===== src/rtl/mem_arbiter_pkg.sv =====
// Shared types and constants for the instruction/data memory bus arbiter.
package mem_arbiter_pkg;

  // Arbiter sequencing states: a data access always goes before the fetch.
  typedef enum logic [1:0] {
    Idle,
    Data,
    Fetch,
    Done
  } arbiter_state_t;

  // addi x0, x0, 0: what the pipeline sees before any fetch has completed.
  localparam logic [31:0] NOP = 32'h0000_0013;

  // The request latch is sized for the widest supported bus; narrower
  // instances zero-extend into it and use only the low bits.
  localparam int MAX_DATA_SIZE = 64;
  localparam int MAX_SEL_SIZE  = MAX_DATA_SIZE / 8;

  typedef struct packed {
    logic [MAX_DATA_SIZE-1:0] addr;
    logic [MAX_SEL_SIZE-1:0]  sel;
    logic                     we;
    logic [MAX_DATA_SIZE-1:0] wr_data;
  } bus_req_t;

endpackage


===== src/rtl/arbiter_watchdog.sv =====
// Bus watchdog: counts strobe cycles without acknowledge and flags expiry
// in the cycle where the strobe would otherwise exceed TIMEOUT_CYCLES.
module arbiter_watchdog #(
  parameter int TIMEOUT_CYCLES = 255
) (
  input  logic clk_i,
  input  logic rst_ni,
  input  logic active_i,
  input  logic ack_i,
  output logic expire_o
);

  localparam int            CW     = (TIMEOUT_CYCLES > 1) ? $clog2(TIMEOUT_CYCLES) : 1;
  localparam bit            ENABLE = (TIMEOUT_CYCLES > 0);
  localparam logic [CW-1:0] LAST   = (TIMEOUT_CYCLES > 0) ? CW'(TIMEOUT_CYCLES - 1) : '0;

  logic [CW-1:0] cnt_q, cnt_d;

  // Expiry fires on the last allowed strobe cycle; an ack there wins.
  always_comb begin
    expire_o = ENABLE && active_i && !ack_i && (cnt_q == LAST);
  end

  // Count waiting strobe cycles; any completion or idle bus clears the count.
  always_comb begin
    cnt_d = cnt_q + 1'b1;
    if (!ENABLE || !active_i || ack_i || expire_o) begin
      cnt_d = '0;
    end
  end

  // Counter register.
  always_ff @(posedge clk_i or negedge rst_ni) begin
    if (!rst_ni) begin
      cnt_q <= '0;
    end else begin
      cnt_q <= cnt_d;
    end
  end

endmodule


===== src/rtl/mem_access_arbiter.sv =====
// Shares one single-ported memory bus between the fetch and load/store ports.
// Handshake: the bus master holds bus_stb with stable addr/sel/we/wr_data
// until a cycle where bus_stb && bus_ack (or the watchdog expires); ack is
// ignored whenever bus_stb is low and may arrive in the first strobe cycle.
module mem_access_arbiter
  import mem_arbiter_pkg::*;
#(
  parameter int DATA_SIZE      = 32,
  parameter int TIMEOUT_CYCLES = 255
) (
  input  logic                   clock,
  input  logic                   reset,
  input  logic                   inst_req,
  input  logic [DATA_SIZE-1:0]   inst_addr,
  output logic [31:0]            inst,
  input  logic                   data_rd_en,
  input  logic                   data_wr_en,
  input  logic [DATA_SIZE/8-1:0] data_byte_en,
  input  logic [DATA_SIZE-1:0]   data_addr,
  input  logic [DATA_SIZE-1:0]   data_wr_data,
  output logic [DATA_SIZE-1:0]   data_rd_data,
  output logic                   mem_busy,
  output logic                   bus_cyc,
  output logic                   bus_stb,
  output logic                   bus_we,
  output logic [DATA_SIZE/8-1:0] bus_sel,
  output logic [DATA_SIZE-1:0]   bus_addr,
  output logic [DATA_SIZE-1:0]   bus_wr_data,
  input  logic [DATA_SIZE-1:0]   bus_rd_data,
  input  logic                   bus_ack,
  output logic                   bus_error
);

  localparam int SEL_W = DATA_SIZE / 8;

  arbiter_state_t         state_q, state_d;
  bus_req_t               req_q, req_d;
  logic                   pend_fetch_q, pend_fetch_d;
  logic [DATA_SIZE-1:0]   fetch_addr_q, fetch_addr_d;
  logic [31:0]            inst_q, inst_d;
  logic [DATA_SIZE-1:0]   rd_data_q, rd_data_d;
  logic                   bus_error_q;

  logic                   xfer_active;
  logic                   expire;
  logic                   xfer_done;
  logic [DATA_SIZE-1:0]   xfer_data;
  logic [31:0]            fetch_word;
  logic                   unused_req;

  // A transfer is on the bus exactly in the Data and Fetch states.
  assign xfer_active = (state_q == Data) || (state_q == Fetch);

  arbiter_watchdog #(
    .TIMEOUT_CYCLES(TIMEOUT_CYCLES)
  ) u_watchdog (
    .clk_i   (clock),
    .rst_ni  (reset),
    .active_i(xfer_active),
    .ack_i   (bus_ack),
    .expire_o(expire)
  );

  // A watchdog abort completes the transfer with all-zero read data.
  assign xfer_done = bus_ack || expire;
  assign xfer_data = bus_ack ? bus_rd_data : '0;

  // On a 64-bit bus the instruction word is picked by address bit 2.
  if (DATA_SIZE == 64) begin : g_word_sel
    assign fetch_word = fetch_addr_q[2] ? xfer_data[63:32] : xfer_data[31:0];
  end else begin : g_word_direct
    assign fetch_word = xfer_data[31:0];
  end

  // Upper latch bits are unused on narrow buses.
  assign unused_req = ^req_q;

  // Next-state, latch updates and combinational bus/freeze outputs.
  always_comb begin
    state_d      = state_q;
    req_d        = req_q;
    pend_fetch_d = pend_fetch_q;
    fetch_addr_d = fetch_addr_q;
    inst_d       = inst_q;
    rd_data_d    = rd_data_q;
    mem_busy     = 1'b0;
    bus_cyc      = 1'b0;
    bus_stb      = 1'b0;
    bus_we       = 1'b0;
    bus_sel      = '0;
    bus_addr     = '0;
    bus_wr_data  = '0;
    case (state_q)
      Idle: begin
        mem_busy = inst_req | data_rd_en | data_wr_en;
        if (data_rd_en || data_wr_en) begin
          req_d.addr    = MAX_DATA_SIZE'(data_addr);
          req_d.sel     = MAX_SEL_SIZE'(data_byte_en);
          req_d.we      = data_wr_en;
          req_d.wr_data = MAX_DATA_SIZE'(data_wr_data);
          pend_fetch_d  = inst_req;
          state_d       = Data;
        end else if (inst_req) begin
          fetch_addr_d = inst_addr;
          state_d      = Fetch;
        end
      end
      Data: begin
        mem_busy    = 1'b1;
        bus_cyc     = 1'b1;
        bus_stb     = 1'b1;
        bus_we      = req_q.we;
        bus_sel     = req_q.sel[SEL_W-1:0];
        bus_addr    = req_q.addr[DATA_SIZE-1:0];
        bus_wr_data = req_q.wr_data[DATA_SIZE-1:0];
        if (xfer_done) begin
          if (!req_q.we) begin
            rd_data_d = xfer_data;
          end
          if (pend_fetch_q) begin
            fetch_addr_d = inst_addr;
            state_d      = Fetch;
          end else begin
            state_d = Done;
          end
        end
      end
      Fetch: begin
        mem_busy = 1'b1;
        bus_cyc  = 1'b1;
        bus_stb  = 1'b1;
        bus_sel  = '1;
        bus_addr = fetch_addr_q;
        if (xfer_done) begin
          inst_d  = fetch_word;
          state_d = Done;
        end
      end
      Done: begin
        state_d = Idle;
      end
      default: begin
        state_d = Idle;
      end
    endcase
  end

  // State, request latches and holding registers.
  always_ff @(posedge clock or negedge reset) begin
    if (!reset) begin
      state_q      <= Idle;
      req_q        <= '0;
      pend_fetch_q <= 1'b0;
      fetch_addr_q <= '0;
      inst_q       <= NOP;
      rd_data_q    <= '0;
      bus_error_q  <= 1'b0;
    end else begin
      state_q      <= state_d;
      req_q        <= req_d;
      pend_fetch_q <= pend_fetch_d;
      fetch_addr_q <= fetch_addr_d;
      inst_q       <= inst_d;
      rd_data_q    <= rd_data_d;
      bus_error_q  <= expire;
    end
  end

  assign inst         = inst_q;
  assign data_rd_data = rd_data_q;
  assign bus_error    = bus_error_q;

  // A simultaneous load and store request is a requester bug; the store wins.
  assert property (@(posedge clock) disable iff (!reset)
    (state_q == Idle) |-> !(data_rd_en && data_wr_en));

endmodule


===== config.mk =====
export PLATFORM = sky130hd
export DESIGN_NAME = mem_access_arbiter
export DESIGN_NICKNAME = d
export VERILOG_FILES = /design/src/rtl/mem_arbiter_pkg.sv /design/src/rtl/arbiter_watchdog.sv /design/src/rtl/mem_access_arbiter.sv
export SDC_FILE = /design/constraint.sdc
export NUM_CORES = 1
export LEC_CHECK = 0
export BUFFER_PORTS_ARGS = -buffer_cell sky130_fd_sc_hd__buf_4
export CORE_ASPECT_RATIO = 0.6
export CORE_UTILIZATION = 50
export CTS_BUF_LIST = sky130_fd_sc_hd__clkbuf_8
export DETAILED_ROUTE_END_ITERATION = 8
export PLACE_DENSITY_LB_ADDON = 0.25
export SLEW_MARGIN = 20
export SYNTH_ARGS = -nofsm -noshare
export SYNTH_HDL_FRONTEND = slang
export SYNTH_HIERARCHICAL = 1
export SYNTH_SLANG_ARGS = --single-unit

===== constraint.sdc =====
create_clock -name clock -period 4.7 [get_ports clock]
set_clock_uncertainty 0.05 [all_clocks]
set_input_delay 0.235 -clock clock [delete_from_list [all_inputs] [get_ports clock]]
set_output_delay 0.235 -clock clock [all_outputs]
set_load 0.1 [all_outputs]

# After elaboration in Yosys (flattened, before gate mapping)
# Index checks and enable logic that the tools add are counted.
word_totals:
  wordCells: 61
  reg_bits: 177
  output_inout_bits: 137
  in_bits: 138
classes:
  n_bitwise: 3
  addsub: 1
  n_reduce_logical: 17
  eq_ne: 10
  mux: 19
op_table:
  columns: ["operator", "n"]
  rows:
  - ["2-to-1 mux 32 bit", 6]
  - ["one-hot mux 32 bit (2 select lines)", 2]
  - ["!= test 2 bit (second input constant)", 5]
  - ["adder 8 x 1 -> 8 bit (second input constant)", 1]
  - ["== test 8 bit (second input constant)", 1]
  - ["2-to-1 mux 2 bit", 4]
  - ["2-to-1 mux 8 bit", 1]
  - ["one-hot mux 2 bit (4 select lines)", 1]
  - ["one-hot mux 4 bit (2 select lines)", 1]
  - ["AND reduction 3 bit", 2]
  - ["logical OR 1 bit", 5]
  - ["AND reduction 5 bit", 1]
  - ["== test 2 bit (second input constant)", 2]
  - ["AND reduction 2 bit", 2]
  - ["2-to-1 mux 1 bit", 3]
  - ["!= test 3 bit (second input constant)", 1]
  - ["== test 2 x 1 -> 1 bit (second input constant)", 1]
  - ["logical AND 1 bit", 2]
  - ["logical NOT 1 bit", 2]
  - ["logical NOT 2 bit", 1]
  - ["OR 1 bit", 2]
  - ["one-hot mux 1 bit (2 select lines)", 1]
  - ["nonzero test 2 bit", 1]
  - ["OR reduction 2 bit", 1]
  - ["NOT 1 bit", 1]

# Depth between registers and ports, before layout
# Gate-level depths: netlist (run 1).
logic_depth:
  ltp_word: 7
  depth_mapped: 10

# By module
# The synthesis (run 1) kept the hierarchy.
by_module_without_submodules:
  columns: ["mod", "area_per_inst_um2", "seq_area_each_um2", "cells_each", "n_inst"]
  rows:
  - ["mem_access_arbiter", 7358.3, 4232.8, 583, 1]
  - ["arbiter_watchdog", 414.1, 200.2, 40, 1]

# Worst setup path before layout (run 1)
# Ideal clock, no wire load.
synth_timing:
  path_kind: "flip-flop to output port"
  startpoint: "register state_q[0]"
  endpoint: "output bus_addr[11]"
  stages_incl_launch_ff: 6
  arrival_ps: 3270
  path_buffers: 2
  required_ps: 4415
  path_slack_ps: 1145
  path_cell_list: "dfrtp_1 -> inv_1 -> ha_1 -> clkbuf_1 -> clkbuf_1 -> nor2b_1"
synth_via:
  elab_chain_cells: 2
synth_lines:
  columns: ["item", "line", "source"]
  rows:
  - ["start: declaration", "mem_access_arbiter.sv:36", "arbiter_state_t state_q, state_d;"]
  - ["start signal: assignment", "mem_access_arbiter.sv:151", "state_q <= Idle;"]
  - ["start signal: assignment", "mem_access_arbiter.sv:159", "state_q <= state_d;"]
  - ["== test 2 bit / == test 2 x 1 -> 1 bit (equally long branches)", "mem_access_arbiter.sv:93", "case (state_q)"]
  - ["one-hot mux 32 bit (2 select lines) (*)", "mem_access_arbiter.sv:93", null]
  - ["end: declaration", "mem_access_arbiter.sv:27", "output logic [DATA_SIZE-1:0] bus_addr,"]
# Mark *: on every way between the ends. The rest lies on a longest branch, timed or not.

# Worst setup path after layout (run 1)
layout_timing:
  startpoint: "register state_q[0]"
  endpoint: "register fetch_addr_q[23]"
layout_via:
  elab_chain_cells: 7
layout_lines:
  columns: ["item", "line", "source"]
  rows:
  - ["== test 2 x 1 -> 1 bit / == test 2 bit (equally long branches)", "mem_access_arbiter.sv:52", "assign xfer_active = (state_q == Data) || (state_q == Fetch);"]
  - ["logical OR 1 bit (*)", "mem_access_arbiter.sv:52", null]
  - ["logical AND 1 bit (*) (2 in series)", "arbiter_watchdog.sv:21", "expire_o = ENABLE && active_i && !ack_i && (cnt_q == LAST);"]
  - ["named net expire", "mem_access_arbiter.sv:45", "logic expire;"]
  - ["logical OR 1 bit (*)", "mem_access_arbiter.sv:65", "assign xfer_done = bus_ack || expire;"]
  - ["!= test 2 bit (no source line) (*)", null, null]
  - ["AND reduction 5 bit (no source line) (*)", null, null]
  - ["end signal: assignment", "mem_access_arbiter.sv:162", "fetch_addr_q <= fetch_addr_d;"]
  - ["end: declaration", "mem_access_arbiter.sv:39", "logic [DATA_SIZE-1:0] fetch_addr_q, fetch_addr_d;"]
# Mark *: on every way through the listed nets, which the timed path passes. The rest lies on a longest branch.
# A chain may end at the register's enable or synchronous reset.

==> flow_summary.ini, run 1 <==
[layout]
drive_above_1_share_pct = 41.8
fill_cells = 884
num-nets-final = 1153
final_util_pct = 78.7
antenna_cells = 0
area_delta_synth_final_pct = 50.4
layout_commonest_cell = buf_4
final_cell_mix = buf_4, dfrtp_1, dlygate4sd3_1

[global_route]
grt_pass1_vias = 7036
grt_pass1_wl_um = 36300
track_usage_pct = 29.0
gr-total-overflow = 0
antenna_found_initial = 0
grt_max_degree = 102

[yosys]
synth_top_family_by_area = multiplexers
synth_seq_area_share_pct = 57.0
avgSynthCellArea_um2 = 12.5
synth_seq_cells = 177
synth-async-reset-ratio_pct = 100
yosysWarnings = 6
synth-edff-count = 0
synth_xor_area_share_pct = 0.225
synth_compound_area_share_pct = 11.5
netlist_area_um2 = 7770
synthCells = 623
synth_ff_type = dfrtp_1
synthMuxAreaShare_pct = 16.1
syn_nets = 769
synth_fa_ha_area_share_pct = 1.29
synthSimpleGateAreaFrac_pct = 10.7
synth_cell_type_count = 42

[clocking]
clock_sinks = 177
cts_resized = 0
clock_latency_ps = 430
path_clk_slew_ps = 100
h-tree-depth = 4
clock-root-buffer = clkbuf_8
ctsLongestPathBuffers = 2
cts_buffers = 17
cts_tree = yes

[sta]
maxSlewHeadroom_pct = 38.2
worst-slew-pin-transition_ps = 927
min_period_over_period_pct = 66.9
tns_ps = 0
drv_slew = 0
min_period_ps = 3150
rsz0062_at_grt = no
setup_viol = 0
fmax_mhz = 318
hold_viol_final = 0

[floorplan]
die_w_um = 163
num_io_pins = 275
initial_core_util_pct = 52.4
die_h_um = 98.6
rows = 34
core_area_um2 = 14800
dieArea_um2 = 16100

[detailed_routing]
dr.pass1.iters = 5
ant_nets = 0
drc = 0
vias_per_cell = 5.41
routed_wirelength_um = 22700
wl_per_cell_um = 18.7
drtIter0Drc = 489
via_count = 6595

[critical_path]
r2r-start = state_q[0]
worstRegToRegCells = 8
crit_required_ps = 4990
startpoint_type = flip-flop
slowest_stage = buf_4
max_stage_delay_ps = 540
critPathCapture = fetch_addr_q[23]
rr_endpoint = fetch_addr_q[23]
worst-path-max-fanout = 32
r2r_slack_ps = 1550
startpoint = state_q[0]
endpoint_kind = flip-flop
crit_arrival_ps = 3430
path_class = flip-flop to flip-flop
cp_cell_sequence = inv_1 -> ha_1 -> nand2b_1 -> nor3_1 -> nor2_1 -> a221oi_4 -> buf_4 -> mux2_2

[min_path]
holdCritPathClass = primary input to flip-flop

[placed_design]
dpl.hpwl_um = 13800
gp_congestion = 0.835
io_buffers = 274

[job]
max_cap_violations = 0

[outcome]
status = completed
cells in the mapped netlist (2+ instances only):
cell / number / area, um2
a21oi_1: 9 / 45.0
a22oi_1: 32 / 240
a31oi_1: 3 / 18.8
a32o_1: 32 / 320
and2_1: 33 / 206
buf_1: 8 / 30.0
buf_2: 9 / 45.0
buf_6: 4 / 45.0
clkbuf_1: 27 / 101
dfrtp_1: 174 / 4350
dfstp_2: 3 / 78.8
ha_1: 8 / 100
inv_1: 4 / 15.0
mux2_2: 71 / 800
mux2_4: 30 / 450
nand2_1: 68 / 255
nand2b_1: 2 / 12.5
nand3_1: 3 / 15.0
nor2_1: 7 / 26.3
nor2b_1: 37 / 231
nor3_1: 4 / 20.0
o21ai_0: 32 / 160
o21ai_1: 3 / 15.0
o22ai_1: 2 / 12.5
worst max-delay path, delay by kind of cell (launching register included):
kind | cells | cell delay, ps
adders and majority gates | 1 | 320
AOI/OAI and AO/OA | 1 | 320
muxes | 1 | 410
and+or+nand+nor | 3 | 810
buffers and inverters | 2 | 670
DFF | 1 | 450
registers in the layout, summed over array words and instances, names as in the netlist:
| register | flops |
|---|---|
| data_rd_data | 32 |
| fetch_addr_q | 32 |
| pend_fetch_q | 1 |
| state_q | 2 |
| inst | 32 |
| u_watchdog/cnt_q | 8 |
| req_q | 69 |
| bus_error | 1 |
area by class of cell:
class	instances	area, um2	area share [%]
timing repair buffer	414	3440	29.4
sequential	177	4430	37.9
clock inverter	13	174	1.49
multi-input combinational	393	3120	26.7
clock buffer	19	262	2.24
inverter	4	15.0	0.128
tap	198	248	2.12
worst min path at each step:
stage | to | slack [ps] | from | cells past startpoint
finish | inst[22] | 30 | bus_rd_data[22] | 2
global route | inst[22] | 9 | bus_rd_data[22] | 2
CTS | inst[22] | 1 | bus_rd_data[22] | 2
detailed placement | inst[24] | 330 | reset | 1
global placement | inst[24] | 330 | reset | 1
floorplan | bus_error | -110 | reset | 0
cells by family after synthesis:
kind of cell	after synthesis
mux	101
xor+xnor	2
fa+ha+maj	8
flops	177
simple gates	161
buf+inv	53
compound gates	121
metrics by stage:
| stage | worst slack, ps | area, um2 | instances | hold WS, ps |
|---|---|---|---|---|
| after CTS | 1540 | 11700 | 1217 | 0.958 |
| after detailed placement | 1620 | 9940 | 1055 | 333 |
| after floorplan | 1150 | 7770 | 623 | -111 |
| after global placement | 1810 | 9940 | 1055 | 327 |
| final | 1550 | 11700 | 1218 | 25.6 |
| after global routing | 1360 | 11700 | 1218 | 9.39 |
per-layer routing:
layer	GRT usage [%]	vias to the layer above	share of wire (%)
li1	-	2961	-
met1	36.6	3351	41
met2	50.3	232	51
met3	5.72	51	5.0
met4	9.13	0	2.5
met5	0	-	0
timing repair:
| item | in CTS | in global routing |
|---|---|---|
| endpoints found under the setup margin | 0 | 0 |
| hold endpoints to repair | 233 | 1 |
| hold buffers | 130 | 1 |
| buffers inserted | 0 | 0 |
Power of run 1 is left out: the tool's default activity adds up to more than one toggle a clock period on the data nets, which glitch-free logic cannot reach.
==> run 2, diff against run 1 <==
clock period = 3.2 ns   (was 4.7 ns; I/O delays follow)
==> run 2 against run 1 <==
  * Core utilization grew 1.2 points
  * Global-route usage grew 0.58 points
  * Die area is the same
  * Via count grew 0.56%
  * First-iteration DRC count grew 1.8%
  * Cell area grew 1.5%
  * Sequential cell count is the same
  * Critical path type unchanged
  * Register-to-register slack lost 1100 ps
==> flow_summary.ini, run 2 (synthesized netlist as in run 1, its figures left out) <==
[detailed_routing]
dr.pass1.iters = 5
routed_wirelength_um = 23200
wl_per_cell_um = 19.0
vias_per_cell = 5.41
drtIter0Drc = 498
ant_nets = 0
drc = 0
via_count = 6632

[clocking]
path_clk_slew_ps = 100
clock_latency_ps = 430
cts_tree = yes
clock-root-buffer = clkbuf_8
clock_sinks = 177
cts_resized = 0
cts_buffers = 17
h-tree-depth = 4
ctsLongestPathBuffers = 2

[global_route]
track_usage_pct = 29.5
grt_pass1_wl_um = 36700
antenna_found_initial = 0
gr-total-overflow = 0
grt_max_degree = 78
grt_pass1_vias = 7117

[sta]
min_period_over_period_pct = 86.8
worst_slack_ps = 423
min_period_ps = 2780
drv_slew = 0
rsz0062_at_grt = no
setup_viol = 0
hold_viol_final = 0
fmax_mhz = 360
worst-slew-pin-transition_ps = 1020
maxSlewHeadroom_pct = 31.6
tns_ps = 0

[layout]
multi_input_area_um2 = 3210
fill_cells = 842
final_util_pct = 79.9
area_delta_synth_final_pct = 52.6
num-nets-final = 1160
largest_reg_flops = 69
antenna_cells = 0
regMostFlops = req_q
final_cell_mix = buf_4, dfrtp_1, dlygate4sd3_1
drive_above_1_share_pct = 45.4
final-seq-area_um2 = 4430
instances_no_fill = 1225
layout_commonest_cell = buf_4

[min_path]
holdCritPathClass = primary input to flip-flop

[critical_path]
critPathCapture = fetch_addr_q[24]
crit_required_ps = 3470
endpoint_kind = flip-flop
worstRegToRegCells = 8
crit_cells = 8
r2r_slack_ps = 420
max_stage_delay_ps = 450
cp.buffers_inverters = 2
path_class = flip-flop to flip-flop
slowest_stage = dfrtp_1
startpoint = state_q[0]
r2r-start = state_q[0]
startpoint_type = flip-flop
crit_arrival_ps = 3050
worst-path-max-fanout = 32
rr_endpoint = fetch_addr_q[24]
cp_cell_sequence = inv_1 -> ha_1 -> nand2b_1 -> nor3_1 -> nor2_1 -> a221oi_4 -> buf_12 -> mux2_2
critical_path.top_delay_family = simple AND/OR/NAND/NOR gates

[job]
max_cap_violations = 0

[floorplan]
core_area_um2 = 14800
die_h_um = 98.6
die_w_um = 163
num_io_pins = 275
dieArea_um2 = 16100
rows = 34
initial_core_util_pct = 52.4

[placed_design]
pre_cts_slack_ps = 301
dpl.hpwl_um = 13600
dp.cells = 1058
io_buffers = 274
gp_congestion = 0.812

[outcome]
status = completed
## run 2: worst min-delay path by stage
stage,from,endpoint,slack [ps],cells after the start
after floorplan,reset,bus_error,-190,0
after global placement,reset,req_q[74],170,1
after detailed placement,reset,fetch_addr_q[27],190,1
after CTS,bus_ack,u_watchdog/cnt_q[7],50,3
after global routing,bus_ack,u_watchdog/cnt_q[7],110,3
final,bus_ack,u_watchdog/cnt_q[4],90,3
## run 2: worst min-delay path, stage by stage
cell and delay, ps:
buf_4 100, nand2b_1 210, a211oi_1 70
## run 2: metal layers
layer	routed length (um)	GRT usage (%)	vias to the layer above
li1	-	-	2988
met3	1380	6.48	74
met1	9200	34.7	3274
met2	11900	52.4	296
met5	0	0	-
met4	756	12.5	0
## run 2: timing repair
item / in CTS / in global routing
endpoints found under the hold margin: 236 / 0
endpoints found under the setup margin: 0 / 0
setup buffers: 0 / 0
hold buffers: 135 / 0
## run 2: layout make-up
type	count	share of cell area [%]
repair buffers	421	29.9
multi-input cells	393	27.0
flip-flops and latches	177	37.4
well taps	198	2.09
clock buffers	17	1.97
inverters	4	0.127
clock inverters	15	1.49
## run 2: metrics by stage
step | hold slack (ps) | instance area (um2)
after floorplan | -186 | 7860
after global placement | 167 | 10100
after detailed placement | 186 | 10100
after CTS | 47.2 | 11900
after global routing | 105 | 11900
final | 93.2 | 11900
Power of run 2 is left out for the same reason.
==> run 3, diff against run 2 <==
--- a/config.mk
+++ b/config.mk
@@ -11,2 +11,3 @@
 export CTS_BUF_LIST = sky130_fd_sc_hd__clkbuf_8
+export CTS_CLUSTER_DIAMETER = 30
 export DETAILED_ROUTE_END_ITERATION = 8
--- a/constraint.sdc
+++ b/constraint.sdc
@@ -4,2 +4,2 @@
 set_output_delay 0.16 -clock clock [all_outputs]
-set_load 0.1 [all_outputs]
+set_load 0.05 [all_outputs]
==> run 3 against run 2 <==
  * Sequential cell count did not move
  * First-iteration DRC count fell by 1.6%
  * Register-to-register slack worse by 60 ps
  * Wire length decreased by 0.95%
==> flow_summary.ini, run 3 (synthesized netlist as in run 1, its figures left out) <==
[outcome]
status = completed

[sta]
setup_viol = 0
drv_slew = 0
tns_ps = 0
worst_slack_ps = 366
holdWs_ps = 65.9
fmax_mhz = 353
worst-slew-pin-transition_ps = 933
min_period_ps = 2830
min_period_over_period_pct = 88.6
maxSlewHeadroom_pct = 37.6
rsz0062_at_grt = no
hold_viol_final = 0

[critical_path]
endpoint_kind = flip-flop
worst-path-max-fanout = 32
path_class = flip-flop to flip-flop
critical_path.top_delay_family = simple AND/OR/NAND/NOR gates
crit_required_ps = 3480
r2r-start = state_q[0]
startpoint_type = flip-flop
crit_arrival_ps = 3110
cp_cell_sequence = inv_1 -> ha_1 -> nand2b_1 -> nor3_1 -> nor2_1 -> a221oi_4 -> buf_12 -> mux2_2
cp.buffers_inverters = 2
startpoint = state_q[0]
max_stage_delay_ps = 450
slowest_stage = dfrtp_1

[layout]
fin_area_um2 = 11700
largest_reg_flops = 69
fill_cells = 875
final_cell_mix = buf_4, dfrtp_1, dlygate4sd3_1
regMostFlops = req_q
area_delta_synth_final_pct = 50.9
layout_commonest_cell = buf_4
num-nets-final = 1159
drive_above_1_share_pct = 41.8
instances_no_fill = 1225
final_util_pct = 79.0

[clocking]
path_clk_slew_ps = 100
h-tree-depth = 4
ctsLongestPathBuffers = 2
clock-root-buffer = clkbuf_8
cts_buffers = 17
cts_resized = 0
cts_tree = yes
clock_sinks = 177
hold_buffers = 135
postCtsSetupRepairBufs = 0
clock_latency_ps = 430

[floorplan]
die_h_um = 98.6
num_io_pins = 275
core_area_um2 = 14800
initial_core_util_pct = 52.4
dieArea_um2 = 16100
rows = 34
die_w_um = 163

[detailed_routing]
wl_per_cell_um = 18.8
drc = 0
via_count = 6648
dr.pass1.iters = 5
ant_nets = 0
topRoutingLayerUsed = met4
vias_per_cell = 5.43
routed_wirelength_um = 23000
drt-met1-wl_um = 9280
drtIter0Drc = 490
route.met3.wl_um = 1470
wl_met2_um = 11300

[power_and_ir_drop]
pwr_density_cell_nw_per_um2 = 1150
p_sw_mw = 6.55
ir_drop_mv = 0.773
p_comb_share_pct = 59.2
seq_power_share_pct = 29.4
p_clk_share_pct = 11.4
internal-power_mw = 6.96
leakage_nw = 5.51
totalPowerFinal_mw = 13.5
switching_share_pct = 48.5

[min_path]
hold_start = bus_ack
holdCritPathClass = primary input to flip-flop

[placed_design]
dpl_cell_area_um2 = 9980
dp.cells = 1057
gp_congestion = 0.799
dpl.hpwl_um = 14000
pre_cts_slack_ps = 183
io_buffers = 274

[global_route]
antenna_found_initial = 1
gr-total-overflow = 0
grt_pass1_wl_um = 36300
grt_max_degree = 84
track_usage_pct = 29.2
grt_pass1_vias = 7049

[job]
max_cap_violations = 0
## run 3: per-layer routing
| metal | vias to the layer above | track usage [%] |
|---|---|---|
| met5 | - | 0 |
| met3 | 80 | 6.57 |
| li1 | 2986 | - |
| met2 | 320 | 48.7 |
| met1 | 3262 | 36.0 |
| met4 | 0 | 14.5 |
## run 3: power by group through the flow
stage	clock, mW	combinational [mW]	sequential [mW]
after detailed placement	0	7.79	3.98
after global routing	1.66	8.38	4.09
after global placement	0	7.64	3.89
final	1.54	7.99	3.97
after CTS	1.57	7.94	3.94
after floorplan	0	4.32	5.17
## run 3: worst paths after layout
path,to,cells after the start,slack [ps]
max,fetch_addr_q[23],8,370
min,u_watchdog/cnt_q[7],3,70
max reg2reg,fetch_addr_q[23],8,370
min reg2reg,data_rd_data[18],2,440
max in group asynchronous,inst[1],3,1900
min in group asynchronous,inst[29],2,280
## run 3: layout make-up
| class | count | area (um2) | share of cell area (%) |
|---|---|---|---|
| clock inverters | 14 | 144 | 1.23 |
| diodes | 1 | 2.50 | 0.0213 |
| repair buffers | 420 | 3520 | 30.0 |
| clock buffers | 18 | 248 | 2.11 |
| flip-flops and latches | 177 | 4430 | 37.8 |
| inverters | 4 | 15.0 | 0.128 |
| multi-input cells | 393 | 3120 | 26.6 |
| well taps | 198 | 248 | 2.11 |
## run 3: tightest hold or removal path, cell delays in order
cell and delay, ps:
buf_4 90, nand2b_1 210, a21oi_1 60
Power figures use the tool's default switching activity.
